--- config.mk ---
export PLATFORM = sky130hd
export DESIGN_NAME = shot_detector
export DESIGN_NICKNAME = d
export VERILOG_FILES = /design/src/rtl/shot_pkg.sv /design/src/rtl/shot_cooldown_timer.sv /design/src/rtl/shot_detector.sv
export SDC_FILE = /design/constraint.sdc
export NUM_CORES = 1
export LEC_CHECK = 0
export ABC_AREA = 1
export BUFFER_PORTS_ARGS = -buffer_cell sky130_fd_sc_hd__buf_2
export CAP_MARGIN = 20
export CORE_ASPECT_RATIO = 0.5
export CORE_MARGIN = 2
export CORE_UTILIZATION = 40
export CTS_BUF_LIST = sky130_fd_sc_hd__clkbuf_8
export CTS_CLUSTER_DIAMETER = 80
export CTS_CLUSTER_SIZE = 14
export DETAILED_ROUTE_END_ITERATION = 8
export MAX_ROUTING_LAYER = met4
export PLACE_DENSITY = 0.64
export SYNTH_ARGS = -nofsm -noshare
export SYNTH_HDL_FRONTEND = slang
export SYNTH_SLANG_ARGS = --single-unit
--- constraint.sdc ---
create_clock -name clk -period 4.3 [get_ports clk]
set_input_delay 0.43 -clock clk [delete_from_list [all_inputs] [get_ports clk]]
set_output_delay 0.43 -clock clk [all_outputs]
set_load 0.01 [all_outputs]
--- src/rtl/shot_pkg.sv ---
// shot_pkg: state encoding, datapath widths and default thresholds shared by the shot path
package shot_pkg;
  localparam int FLICK_W = 16;
  localparam int DUR_W = 7;
  typedef enum logic [2:0] {
    S_IDLE     = 3'd0,
    S_ARMED    = 3'd1,
    S_TRACK    = 3'd2,
    S_REPORT   = 3'd3,
    S_COOLDOWN = 3'd4
  } state_t;
  localparam logic [FLICK_W-1:0] TRIG_THRESH_DEF = 16'd200;
  localparam logic [FLICK_W-1:0] RELEASE_THRESH_DEF = 16'd100;
endpackage

--- src/rtl/shot_cooldown_timer.sv ---
// shot_cooldown_timer: loadable down-counter, done is high during the last of CYCLES counted cycles
module shot_cooldown_timer #(
  parameter int CYCLES = 400000
) (
  input  logic clk,
  input  logic rst,
  input  logic start,
  output logic done
);
  localparam int W = CYCLES > 1 ? $clog2(CYCLES) : 1;
  logic [W-1:0] cnt;
  logic run;
  always_ff @(posedge clk) begin
    if (rst) begin
      cnt <= '0;
      run <= 1'b0;
    end else if (start) begin
      cnt <= W'(CYCLES - 1);
      run <= 1'b1;
    end else if (run) begin
      cnt <= cnt - 1'b1;
      run <= cnt != '0;
    end
  end
  assign done = run && cnt == '0;
endmodule

--- src/rtl/shot_detector.sv ---
// shot_detector: threshold/peak/release shot gesture detector with cooldown lockout.
// Define SHOT_DETECTOR_HOLD_EN to hold the last report on shot_peak/shot_power/shot_dur.
module shot_detector import shot_pkg::*; #(
  parameter logic [FLICK_W-1:0] TRIG_THRESH = TRIG_THRESH_DEF,
  parameter logic [FLICK_W-1:0] RELEASE_THRESH = RELEASE_THRESH_DEF,
  parameter int MIN_SAMPLES = 3,
  parameter int MAX_SAMPLES = 64,
  parameter int COOLDOWN_CYCLES = 400000,
  parameter int POWER_SHIFT = 8,
  parameter int POWER_BITS = 4
) (
  input  logic                  clk,
  input  logic                  rst,
  input  logic                  sample_valid,
  input  logic [FLICK_W-1:0]    flick,
  input  logic                  arm,
  output logic                  shot_valid,
  output logic [FLICK_W-1:0]    shot_peak,
  output logic [POWER_BITS-1:0] shot_power,
  output logic [DUR_W-1:0]      shot_dur,
  output logic                  busy,
  output logic [2:0]            state_dbg
);
  if (MAX_SAMPLES > 127 || MAX_SAMPLES < 2) begin : g_bad_max
    $error("shot_detector: MAX_SAMPLES must be in 2..127");
  end
  if (RELEASE_THRESH > TRIG_THRESH) begin : g_bad_thresh
    $error("shot_detector: RELEASE_THRESH must not exceed TRIG_THRESH");
  end
  state_t state, state_d;
  logic [FLICK_W-1:0] peak, peak_d, p;
  logic [DUR_W-1:0] dur, dur_d, dur_inc;
  logic [POWER_BITS-1:0] pw;
  logic rep, cd_done;
  assign dur_inc = dur + 1'b1;
  always_comb begin
    state_d = state;
    peak_d = peak;
    dur_d = dur;
    case (state)
      S_IDLE: state_d = arm ? S_ARMED : S_IDLE;
      S_ARMED:
        if (!arm) state_d = S_IDLE;
        else if (sample_valid && flick >= TRIG_THRESH) begin
          state_d = S_TRACK;
          peak_d = flick;
          dur_d = DUR_W'(1);
        end
      S_TRACK:
        // arm takes priority over a sample arriving in the same cycle
        if (!arm) state_d = S_IDLE;
        else if (sample_valid) begin
          if (flick < RELEASE_THRESH) state_d = dur >= DUR_W'(MIN_SAMPLES) ? S_REPORT : S_ARMED;
          else begin
            peak_d = flick > peak ? flick : peak;
            dur_d = dur_inc;
            if (dur_inc == DUR_W'(MAX_SAMPLES)) state_d = S_REPORT;
          end
        end
      S_REPORT: state_d = S_COOLDOWN;
      S_COOLDOWN: if (cd_done) state_d = arm ? S_ARMED : S_IDLE;
      default: state_d = S_IDLE;
    endcase
  end
  always_ff @(posedge clk) begin
    if (rst) begin
      state <= S_IDLE;
      peak <= '0;
      dur <= '0;
    end else begin
      state <= state_d;
      peak <= peak_d;
      dur <= dur_d;
    end
  end
  shot_cooldown_timer #(.CYCLES(COOLDOWN_CYCLES)) u_cooldown (
    .clk(clk),
    .rst(rst),
    .start(rep),
    .done(cd_done)
  );
  assign rep = state == S_REPORT;
  assign p = peak >> POWER_SHIFT;
  assign pw = p > FLICK_W'((1 << POWER_BITS) - 1) ? '1 : p[POWER_BITS-1:0];
`ifdef SHOT_DETECTOR_HOLD_EN
  logic [FLICK_W-1:0] hold_peak;
  logic [POWER_BITS-1:0] hold_pw;
  logic [DUR_W-1:0] hold_dur;
  always_ff @(posedge clk) begin
    if (rst) begin
      hold_peak <= '0;
      hold_pw <= '0;
      hold_dur <= '0;
    end else if (rep) begin
      hold_peak <= peak;
      hold_pw <= pw;
      hold_dur <= dur;
    end
  end
  assign shot_peak = rep ? peak : hold_peak;
  assign shot_power = rep ? pw : hold_pw;
  assign shot_dur = rep ? dur : hold_dur;
`else
  assign shot_peak = rep ? peak : '0;
  assign shot_power = rep ? pw : '0;
  assign shot_dur = rep ? dur : '0;
`endif
  assign shot_valid = rep;
  assign busy = state == S_TRACK || rep || state == S_COOLDOWN;
  assign state_dbg = state;
endmodule

==> qor.yml, run 1 <==
outcome: "completed"
placed_cells: 627
netlist.area_leader.share_pct: 29.69
internal-power_w: 0.0007118
cts_root_buf: "clkbuf_8"
fin_area_mm2: 0.003503
r2r_start: "peak[13]"
cts_buffer_depth: 2
synth_fp_nets: 533
grt_pass1_wl_um: 12430
syn-cell-area_mm2: 0.003102
yosys_warnings: 0
grt_pass1_vias: 2764
syn-instance-count: 494
fillCellCount: 788
combPwrFrac_pct: 23.5
via_count: 3036
reg2reg_depth: 10
post_cts_buffers: 0
cts_tree: "done"
seq_power_share_pct: 45.7
finalMaxSlewViolations: 0
worstSetupEndpoint: "peak[0]"
post-route-min-period_ns: 2.359
avgRoutedWirePerCell_um: 11.00
drt_pre_antenna_iters: 4
pin_count: 52
numCtsBuffers: 5
synth_cell_types: 33
drtAntennaViolNets: 0
path_class: "reg -> reg"
clock-skew-final_ns: 0.01239
die_w_um: 128.5
required_ns: 4.49
synth_top_area_cell: "dfxtp_1"
start_util_pct: 41.73
antenna_cells: 0
p_sw_share_pct: 31.66
vdd_drop_max_mv: 0.1068
ys_seq_elements: 46
utilization_pct: 47.14
startpoint: "peak[13]"
hp-class: "in -> reg"
syn_avg_cell_area_um2: 6.279
layout_commonest_cell: "nand2_1"
routed_wl_um: 6988
drt_iter0_drc: 218
grt_remaining_overflow: 0
path_clk_slew_ns: 0.08
syn_to_final_growth_pct: 12.95
portBuffers: 51
seqCellArea_um2: 920.9
layout_common_cells: "nand2_1 (98), nor2_1 (85), inv_1 (81)"
insertion_delay_ns: 0.31
path_max_fanout: 32
drc: 0
grt.total_usage_pct: 18.36
grt_setup_unrepaired: "no"
final_nets: 577
p_clk_share_pct: 30.8
viasPerCell: 4.781
rrSetupSlack_ns: 1.94
grt_max_degree: 41
routabilityCongestion: 0.8476
setup-tns-final_ns: 0
r2r_end: "peak[0]"
fin_crit_sh_pct: 54.87
dieHeight_um: 66.27
std_cell_rows: 22
worst_pin_slew_ns: 0.9838
place_hpwl_um: 5200
finalNonFillerCells: 635
powerDensity_mw_per_mm2: 297.3
cts_resized: 0
finalHoldViolations: 0
final-setup-viol-count: 0
core_mm2: 0.007432
die_area_mm2: 0.008517
placed_area_mm2: 0.003395
synth_area_leaders: "dfxtp_1 (30%), nand2_1 (12%), nor2_1 (10%), inv_1 (9.8%), ha_1 (7.7%)"
cts_num_sinks: 46
multi_input_area_mm2: 0.001775
synth-seq-area-share_pct: 29.69
holdBufCountCts: 0
worst_ep_arrival_time_ns: 2.55
p_switching_w: 0.0003297
leakagePower_nw: 1.726
relSlewSlack_pct: 34.26
crit_path_start_kind: "flip-flop"
critPathCaptureType: "flip-flop"
maxCapViolCount: 0
layout-drive-gt1-share_pct: 15.77
htreeDepth: 2
fmax_mhz: 423.9
antenna_found_initial: 0
## worst min-delay path by stage
| stage | start | depth (start not counted) | slack, ns | to |
|---|---|---|---|---|
| 3_3_place_gp | peak[8] | 2 | 0.46 | peak[8] |
| 3_5_place_dp | peak[4] | 2 | 0.47 | peak[4] |
| 4_1_cts | flick[1] | 5 | 0.46 | peak[1] |
| 5_1_grt | flick[1] | 5 | 0.50 | peak[1] |
| 6_report | flick[1] | 5 | 0.47 | peak[1] |
| 2_1_floorplan | peak[10] | 2 | 0.45 | peak[10] |
## area by class of cell
class	instances	area share, %
clock buffer	5	1.964
clock inverter	3	1.143
inverter	86	9.214
multi-input combinational	348	50.68
sequential	46	26.29
tap	96	3.429
timing repair buffer	51	7.286
## Yosys cell counts, drive strengths merged
library cell,instances
a21oi,45
xnor2,1
a31oi,2
xor2,2
nand4,5
nor2,92
dfxtp,46
clkbuf,5
inv,86
o41ai,1
nor3,7
buf,9
a21o,1
nor4,1
o31ai,1
nand3b,1
o21bai,1
ha,19
nand2,104
o21ai,26
nand3,39
## registers in the layout (all words and copies together), names as in the netlist
name / cells
peak: 16
state_dbg: 3
u_cooldown.cnt: 19
u_cooldown.run: 1
dur: 7
## worst max-delay path, cell delays in order, from the launching register on
cell	delay, ns
dfxtp_1	0.36
inv_1	0.07
ha_1	0.29
a21oi_1	0.18
o21ai_0	0.10
a21oi_1	0.15
nand2_1	0.07
nand2_1	0.05
nand2_1	0.57
a21oi_1	0.34
nor2_1	0.07
## power by group through the flow
stage                     combinational [W]  sequential [W]  clock [W]
after global placement             0.000243        0.000486          0
after detailed placement           0.000245        0.000486          0
after floorplan                    0.000201        0.000481          0
after CTS                          0.000246        0.000476   0.000333
final                              0.000245        0.000476   0.000321
after global routing               0.000290        0.000479   0.000349
## stage by stage
step | hold slack [ns] | setup WS (ns) | total power (W)
after floorplan | 0.4516 | 2.503 | 0.0006818
after global placement | 0.4614 | 1.872 | 0.0007289
after detailed placement | 0.4734 | 1.812 | 0.0007303
after CTS | 0.4571 | 1.957 | 0.001055
after global routing | 0.4977 | 1.577 | 0.001119
final | 0.4661 | 1.941 | 0.001041
## routing by layer
layer	vias up	routed length (um)	share of wire, %	global-route usage, %
met5	-	0	0	-
met4	0	51	0.73	3.397
met3	5	259	3.7	3.722
met2	44	2987	43	28.46
met1	1348	3688	53	25.11
li1	1639	-	-	-
## cell families after synthesis
kind of cell / Yosys count / synth area share (%)
simple gates: 249 / 35.01
buf+inv: 100 / 13.07
compound gates: 77 / 13.72
flops: 46 / 29.69
fa+ha+maj: 19 / 7.664
xor+xnor: 3 / 0.8473
No activity file was read; power rests on OpenSTA's default activity.
==> run 2, diff against run 1 <==
--- a/config.mk
+++ b/config.mk
@@ -5,7 +5,7 @@
 export SDC_FILE = /design/constraint.sdc
 export NUM_CORES = 1
 export LEC_CHECK = 0
-export ABC_AREA = 1
+export ABC_AREA = 0
 export BUFFER_PORTS_ARGS = -buffer_cell sky130_fd_sc_hd__buf_2
 export CAP_MARGIN = 20
 export CORE_ASPECT_RATIO = 0.5
@@ -16,7 +16,7 @@
 export CTS_CLUSTER_SIZE = 14
 export DETAILED_ROUTE_END_ITERATION = 8
 export MAX_ROUTING_LAYER = met4
-export PLACE_DENSITY = 0.64
+export PLACE_DENSITY = 0.65
 export SYNTH_ARGS = -nofsm -noshare
 export SYNTH_HDL_FRONTEND = slang
 export SYNTH_SLANG_ARGS = --single-unit
==> constraint.sdc (replaced) <==
create_clock -name clk -period 2.2 [get_ports clk]
set_input_delay 0.22 -clock clk [delete_from_list [all_inputs] [get_ports clk]]
set_output_delay 0.22 -clock clk [all_outputs]
set_load 0.01 [all_outputs]
==> run 2 against run 1 <==
  * Fmax increased by 12%
  * Clock-buffer cell count increased by 1
  * Design area decreased by 3.9%
  * Register-to-register slack got worse by 1.9 ns
  * Sequential share of layout area increased by 1.4 points
  * Worst hold slack got worse by 0.29 ns
  * Sequential power increased by 85%
  * Clock power increased by 72%
  * Clock skew decreased by 0.0071 ns
  * Sequential cell count unchanged
  * Combinational power increased by 29%
  * Setup slack got worse by 1.9 ns
==> qor.yml, run 2 <==
syn-cell-area_mm2: 0.002760
rrSetupSlack_ns: 0.09
path_max_fanout: 8
cts_buffer_depth: 2
grt_max_degree: 24
cp.depth: 8
synth_cell_types: 50
std_cell_rows: 21
dpl_worst_slack_ns: 0.03256
path_class: "reg -> reg"
antenna_found_initial: 0
viasPerCell: 5.266
holdBufCountCts: 0
drt_iter0_drc: 151
r2r_end: "peak[8]"
worst_pin_slew_ns: 0.4840
grt_setup_unrepaired: "yes"
relSlewSlack_pct: 67.44
slowest_stage: "a2111oi_4"
pin_count: 52
reg_top3: "u_cooldown.cnt: 19 flops, peak: 16 flops, dur: 7 flops"
die_area_mm2: 0.007621
grt_pass1_vias: 2660
grt_pass1_wl_um: 11870
synth_fp_nets: 386
htreeDepth: 2
synth_edf_count: 0
worstSetupEndpoint: "peak[8]"
vdd_drop_max_mv: 0.2291
r2r_start: "peak[15]"
place_hpwl_um: 5182
ys_seq_elements: 46
layout-drive-gt1-share_pct: 26.49
reg2reg_depth: 8
netlist.area_leader.share_pct: 33.36
slowest_delay_ns: 0.41
leakagePower_nw: 1.358
cts_tree: "done"
critical_path_buf_inv_count: 2
core_mm2: 0.006674
layout_common_cells: "nand2_1 (51), buf_2 (51), nor2_1 (46)"
outcome: "completed"
start_util_pct: 41.36
powerDensity_mw_per_mm2: 519.1
yosys_warnings: 0
final_nets: 442
worst_ep_arrival_time_ns: 2.34
synth_top_area_cell: "dfxtp_1"
routabilityCongestion: 0.8531
cts_root_buf: "clkbuf_8"
drc: 0
whs_ns: 0.1768
final-setup-viol-count: 0
post-route-min-period_ns: 2.113
fin_ws_ns: 0.08747
path_delay_family: "compound AO/OA/AOI/OAI gates"
grt.total_usage_pct: 19.81
use_met1_pct: 23.01
fmax_mhz: 473.4
clock-skew-final_ns: 0.005337
busiest_layer: "met2"
ys_async_sr_fraction_pct: 0
fin_crit_sh_pct: 96.02
avgRoutedWirePerCell_um: 13.84
ys.flop_type: "dfxtp_1"
finalHoldViolations: 0
cts_num_sinks: 46
finalMaxSlewViolations: 0
met2_usage_pct: 34.48
maxCapViolCount: 0
startpoint: "peak[15]"
crit_path_start_kind: "flip-flop"
grtUsageMet3_pct: 4.015
dieHeight_um: 62.74
regMostFlops: "u_cooldown.cnt"
fillCellCount: 672
insertion_delay_ns: 0.30
syn_avg_cell_area_um2: 7.954
synth_common_cells: "nand2_1 (51), dfxtp_1 (46), nor2_1 (46)"
syn-instance-count: 347
via_count: 2612
die_w_um: 121.5
grt_remaining_overflow: 0
required_ns: 2.43
critPathCaptureType: "flip-flop"
yosysMostFrequentCell: "nand2_1"
routed_wl_um: 6863
numCtsBuffers: 5
syn_to_final_growth_pct: 22.03
synth_area_leaders: "dfxtp_1 (33%), ha_1 (8.6%), nand2_1 (6.9%), nor2_1 (6.3%), mux2i_1 (5.8%)"
path_clk_slew_ns: 0.09
portBuffers: 51
drt_pre_antenna_iters: 4
antenna_cells: 0
synth-seq-area-share_pct: 33.36
crit_chain: "inv_4 > ha_4 > nand4_1 > nor3_2 > a21oi_2 > a2111oi_4 > buf_6 > mux2i_1"
hp-class: "in -> reg"
drtAntennaViolNets: 0
largest_reg_flops: 19
## run 2: logic make-up (layout without fill, tap and decap cells)
group	after synthesis	in the layout	synth area share (%)
AOI/OAI and AO/OA	62	62	15.50
xor gates and xnor gates	15	15	4.760
adders and majority gates	19	19	8.613
buffers and inverters	38	95	5.576
DFF	46	46	33.36
muxes	16	16	5.802
and+or+nand+nor	151	151	26.38
## run 2: repair_timing
action,4_1_cts,5_1_grt
buffers inserted,0,3
gates resized for setup,0,15
endpoints found under the setup margin,0,17
## run 2: where the power goes
group / switching, W / internal [W]
Combinational: 0.000178 / 0.000137
Clock: 0.000298 / 0.000253
Sequential: 0.0000226 / 0.000859
## run 2: stage by stage
step	TNS, ns	area, um^2	cells	power, W	util [%]
after floorplan	-0.02750	2819	347	0.001106	-
after global placement	0	3197	485	0.001189	47.90
after detailed placement	0	3197	485	0.001204	47.90
after CTS	0	3292	493	0.001747	49.33
after global routing	-0.3032	3368	496	0.001838	50.47
final	0	3368	496	0.001748	50.47
## run 2: layout make-up
cell class              count  area [um^2]  area share [%]
well taps                  92        115.1           3.418
clock buffers               6        82.58           2.452
inverters                  23        88.84           2.637
multi-input cells         263         1778           52.79
flip-flops and latches     46        930.9           27.64
repair buffers             64        360.3           10.70
clock inverters             2        12.51          0.3715
## run 2: worst min path at each step
stage                          from  slack [ns]  cells after the start  endpoint
after CTS                  flick[0]        0.17                      3   peak[0]
after global placement      peak[1]        0.44                      2   peak[1]
after global routing       flick[0]        0.17                      3   peak[0]
after floorplan           flick[10]        0.35                      2  peak[10]
final                      flick[1]        0.18                      3   peak[1]
after detailed placement    peak[3]        0.45                      2   peak[3]
## run 2: metal layers
layer  vias to the layer above  share of wire, %
li1                       1311                 -
met1                      1244                46
met2                        47                49
met3                        10               3.3
met4                         0               1.6
met5                         -                 0
## run 2: worst register-to-register path: cells and delay by family, from the launching register on
kind / cells / cell delay (ns)
AO/OA/AOI/OAI: 2 / 0.51
adder cells (fa/ha/maj): 1 / 0.26
buffers and inverters: 2 / 0.27
flip-flops: 1 / 0.36
multiplexers: 1 / 0.20
AND/OR/NAND/NOR: 2 / 0.44
